`src/rtl/wb_regfile.sv`:
```
// Write-back stage register file: selects the write-back value, commits it into an
// NREG x WIDTH array, and serves two combinational read ports with write-to-read bypass.
module wb_regfile #(
   parameter int unsigned WIDTH = 16,
   parameter int unsigned NREG  = 8
) (
   input  logic                      clk,
   input  logic                      rst,
   input  logic                      wb_en,
   input  logic                      mem_to_reg,
   input  logic                      reg_w_en,
   input  logic [$clog2(NREG)-1:0]   w_reg,
   input  logic [WIDTH-1:0]          ALU_out,
   input  logic [WIDTH-1:0]          mem_out,
   input  logic [$clog2(NREG)-1:0]   r_reg1,
   input  logic [$clog2(NREG)-1:0]   r_reg2,
   output logic [WIDTH-1:0]          r_data1,
   output logic [WIDTH-1:0]          r_data2,
   output logic [WIDTH-1:0]          wb_data,
   output logic                      wb_valid,
   output logic [15:0]               commit_cnt
);

   localparam int unsigned IDXW = $clog2(NREG);

   logic [WIDTH-1:0] regs_q [NREG];
   logic [15:0]      cnt_q;
   logic [15:0]      cnt_d;

   always_comb begin
      wb_data  = mem_to_reg ? mem_out : ALU_out;
      wb_valid = reg_w_en & wb_en;
   end

   // One enable per register keeps the write decode explicit and the reset per-flop.
   for (genvar i = 0; i < NREG; i++) begin : g_reg
      logic we;
      assign we = wb_valid && (w_reg == IDXW'(i));

      always_ff @(posedge clk or posedge rst) begin
         if (rst) begin
            regs_q[i] <= '0;
         end else if (we) begin
            regs_q[i] <= wb_data;
         end
      end
   end

   always_comb begin
      cnt_d = cnt_q;
      if (wb_valid) begin
         cnt_d = cnt_q + 16'd1;
      end
   end

   always_ff @(posedge clk or posedge rst) begin
      if (rst) begin
         cnt_q <= '0;
      end else begin
         cnt_q <= cnt_d;
      end
   end

   assign commit_cnt = cnt_q;

   // Bypass lets decode see a value committing on this very edge.
   always_comb begin
      r_data1 = regs_q[r_reg1];
      r_data2 = regs_q[r_reg2];
      if (wb_valid && (w_reg == r_reg1)) begin
         r_data1 = wb_data;
      end
      if (wb_valid && (w_reg == r_reg2)) begin
         r_data2 = wb_data;
      end
   end

endmodule
```
`config.mk`:
```
export PLATFORM = sky130hd
export DESIGN_NAME = wb_regfile
export DESIGN_NICKNAME = d
export VERILOG_FILES = /design/src/rtl/wb_regfile.sv
export SDC_FILE = /design/constraint.sdc
export NUM_CORES = 1
export LEC_CHECK = 0
export ABC_AREA = 1
export CAP_MARGIN = 20
export CORE_MARGIN = 2
export CORE_UTILIZATION = 44
export DETAILED_ROUTE_END_ITERATION = 10
export PLACE_DENSITY = 0.72
export SYNTH_ARGS = -nofsm -noshare
export SYNTH_HDL_FRONTEND = slang
export SYNTH_SLANG_ARGS = --single-unit
```
`constraint.sdc`:
```
create_clock -name clk -period 11.14 [get_ports clk]
set_clock_uncertainty 0.1 [all_clocks]
set_input_delay 3.342 -clock clk [delete_from_list [all_inputs] [get_ports clk]]
set_output_delay 3.342 -clock clk [all_outputs]
set_load 0.05 [all_outputs]
```
Word-level counts from Yosys, hierarchy flattened
Cells that the tools add are included.

cells by class
  bitwise operators = 3
  $add $sub $neg = 1
  mux-type cells = 9
  magnitude comparators = 2
  reductions and logical operators = 11
  equality and inequality tests = 9

operators with widths
  cell                                                                    number
  16-bit two-way mux                                                      7
  16-bit binary-select mux with 3-bit select                              2
  16-bit by 1-bit adder with 16-bit output (second input constant)        1
  3-bit equality test (second input constant)                             4
  1-bit logical AND                                                       10
  4-bit greater-or-equal comparator (second input constant)               2
  3-bit NOT with 4-bit output                                             2
  3-bit by 2-bit equality test with 1-bit output (second input constant)  2
  3-bit equality test                                                     2
  3-bit by 1-bit equality test with 1-bit output (second input constant)  1
  3-bit logical NOT                                                       1
  1-bit bitwise AND                                                       1

storage, ports and cells
  output and inout port bits = 65
  word-level logic and storage cells = 44
  register bits after elaboration = 144
  bits of input ports = 46

Depth between registers and ports, before layout
  depth after elaboration = 5
  depth in mapped cells = 10
  depth with buffers taken out = 8

Least setup slack after synthesis
No wires, ideal clock.

  kind = input-to-output
  from = input mem_to_reg
  to = output r_data1[3]
  required time = 7.698 ns
  path buffers = 2
  data arrival time = 4.780 ns
  stages = 5
  path slack = 2.918 ns
  cell sequence = buf_6 > mux2_2 > clkbuf_1 > nand2_1 > nand2_1

on the way
  cells in the longest elaborated chain, start to end = 2

ends and longest elaborated chain
  item                line  source
  from (decl)         10    input logic mem_to_reg,
  16-bit two-way mux  31    wb_data = mem_to_reg ? mem_out : ALU_out;
  net wb_data[3]      19    output logic [WIDTH-1:0] wb_data,
  16-bit two-way mux  70    if (wb_valid && (w_reg == r_reg1)) begin
  to (decl)           17    output logic [WIDTH-1:0] r_data1,

The timed path passes the listed nets, and every way through them passes these cells.

Worst setup path in the final report
  from = input r_reg2[2]
  to = output r_data2[2]

on the way
  cells in the longest elaborated chain, start to end = 5
  elaborated cells on any way between the ends = 7
  those cells by class = eq/ne (1); mux (4); bitwise (1); reduce/logical (1)

ends and longest elaborated chain
  item                                                   line  source
  from (decl)                                            16    input logic [$clog2(NREG)-1:0] r_reg2,
  3-bit NOT with 4-bit output (implied by the code)      69    r_data2 = regs_q[r_reg2];
  16-bit binary-select mux with 3-bit select             69
  16-bit two-way mux (implied by the code) (2 in a row)  69
  16-bit two-way mux *                                   73    if (wb_valid && (w_reg == r_reg2)) begin
  to (decl)                                              18    output logic [WIDTH-1:0] r_data2,

Every way passes the cells marked *; elsewhere a longest branch is shown, timed or not. The select of a mux whose other input is x is not followed.

==> flow_summary.ini <==
[synthesis]
netlist_area_um2 = 8750
syn_inst = 1303
synth-seq-cells = 144
postSynthAreaPerCell_um2 = 6.72
ys_types = 25
ys_seq_area_frac = 0.412
ys.flop_type = dfrtp_1
synth_top_cell_by_area = dfrtp_1
yosysWarningCount = 0
synthArstFlopShare = 1.00
synth_top_area_share = 0.412
syn_nets = 1350
synth_edf_count = 0
synth_area_leaders = dfrtp_1 41%, nand2_1 21%, nand3_1 13%

[place]
dp.final_hpwl_um = 18800
gp_congestion = 0.965
dp.cells = 1603
io_buffers = 110

[cts]
h-tree-depth = 4
cts_tree = done
cts_root_buffer = clkbuf_16
clkTransAtPathRegs_ns = 0.06
holdBufCountCts = 0
clock-sinks = 144
cts_resized = 0
cts-buffers-inserted = 17
clock_latency_ns = 0.43
cts_max_path_buffers = 2
post_cts.repair.setup_buffers = 0

[layout]
fin_nets = 1404
mostFrequentLayoutCell = nand2_1
areaGrowthSynthToFinish_pct = 19.8
fin_cells = 1635
fillers = 1849
final_cell_mix = 499 x nand2_1, 225 x nand3_1, 144 x dfrtp_1
n_antenna_cell = 0
drive_gt1_frac = 0.0686

[sta]
setup_viol = 0
period_needed_ns = 9.66
rsz0062_at_grt = no
relSlewSlack = 0.357
worstMarginPinSlew_ns = 0.964
period_share = 0.867
hold_viol_final = 0
setup_tns_ns = 0
max_freq_ghz = 0.104
slew_viol_final = 0

[power_and_ir_drop]
peakVddDrop_mv = 0.106
power.leakage_nw = 5.04
power_density_nw_per_um2 = 185
power_mw = 1.94

[global_routing]
grt_pass1_wl_um = 46000
grtUsageMet3 = 0.0903
grtUsageTotal = 0.280
busiest_layer = met2
grt-ovfl-total = 0
grt_start_max_net_pins = 75
first_global_vias = 8552
met1_usage = 0.370
grt.met2_usage = 0.417
antenna_found_initial = 1

[worst_setup_path]
crit_type = in2out
cp.depth = 9
crit_arrival_ns = 6.22
slowest_stage = clkdlybuf4s50_1
critPathMaxStageDelay_ns = 0.85
path_delay_family = buffers and inverters
critPathCaptureType = primary output
crit_fanout = 17
critPathBufInv = 4
start_kind = input port
worstPathCellList = clkdlybuf4s50_1 > inv_2 > o21ai_1 > nor2_1 > nand2_2 > inv_2 > nand2_1 > nand2_1 > clkdlybuf4s50_1
worstRegToRegCells = 6
required_ns = 7.70

[routing]
drc = 0
first_pass_iters = 6
wl_um = 29200
drt_iter0_markers = 1023
drtAntennaViolNets = 0
vias = 8956
vias_per_cell = 5.48
post_drt_wl_per_cell_um = 17.8

[die]
core_area_um2 = 19500
die_y_um = 145
dieArea_um2 = 21000
fp-row-count = 51
io_pins = 111
initial_core_util = 0.450
die_w_um = 145

[flow_run]
maxCapViolCount = 0

[min_path]
min_path_type = reg2reg
hold_path_depth = 2

[status]
status = completed
[worst paths after layout]
kind,startpoint,endpoint,slack [ns]
max,r_reg2[2],r_data2[2],1.48
min,commit_cnt[15],commit_cnt[15],0.39
max reg2reg,commit_cnt[0],commit_cnt[10],9.49
min reg2reg,commit_cnt[15],commit_cnt[15],0.39
max in group asynchronous,rst,regs_q[32],6.18
min in group asynchronous,rst,regs_q[43],3.31
[cells in the mapped netlist (all sizes together), types with 3 or more instances]
cell type	n
nor3	3
nand4	5
buf	77
xnor2	5
nand3	225
o21ai	132
inv	143
nand2	504
nor2	24
mux2	16
dfrtp	144
xor2	5
clkbuf	17
[routing by layer]
layer  up-vias  share of wire
met1      4152           0.41
met4         2          0.036
met3        86           0.12
met2       519           0.44
met5         -        0.00041
li1       4197              -
[flip-flops by register name (all words and copies together), names as in the netlist]
name        cells
commit_cnt     16
regs_q        128
[worst min-delay path, cell delays in order (launching register included)]
cell,delay (ns)
dfrtp_1,0.36
nand2_1,0.06
nand2_1,0.05
[area by class of cell]
type / instances / area (um^2) / area share
clock buffers: 18 / 439 / 0.0419
clock inverters: 14 / 190 / 0.0181
inverters: 143 / 547 / 0.0521
multi-input cells: 922 / 4140 / 0.395
flip-flops and latches: 144 / 3600 / 0.344
well taps: 265 / 332 / 0.0316
repair buffers: 129 / 1230 / 0.118
[kinds of logic (layout without fill, tap and decap cells)]
group,count (synthesis),count (layout),synth area share
muxes,16,16,0.0206
adders and majority gates,1,1,0.00143
and+or+nand+nor,762,762,0.363
buffers and inverters,237,304,0.117
xor gates and xnor gates,10,10,0.0100
DFF,144,144,0.412
AOI/OAI and AO/OA,133,133,0.0764
[power by group]
group | internal (mW) | switching (mW) | total, mW
sequential | 0.646 | 0.0464 | 0.692
combinational | 0.200 | 0.436 | 0.636
clock | 0.379 | 0.232 | 0.612
[metrics by stage]
step                instance area (um^2)  hold slack [ns]  utilization  worst slack, ns
detailed placement                  9860            0.381        0.507             1.55
floorplan                           8750            0.394            -             2.92
global route                       10500            0.452        0.539             1.35
finish                             10500            0.392        0.539             1.48
global placement                    9860            0.369        0.507             1.57
CTS                                10500            0.396        0.539             1.55
No activity file was read; power rests on OpenSTA's default activity.
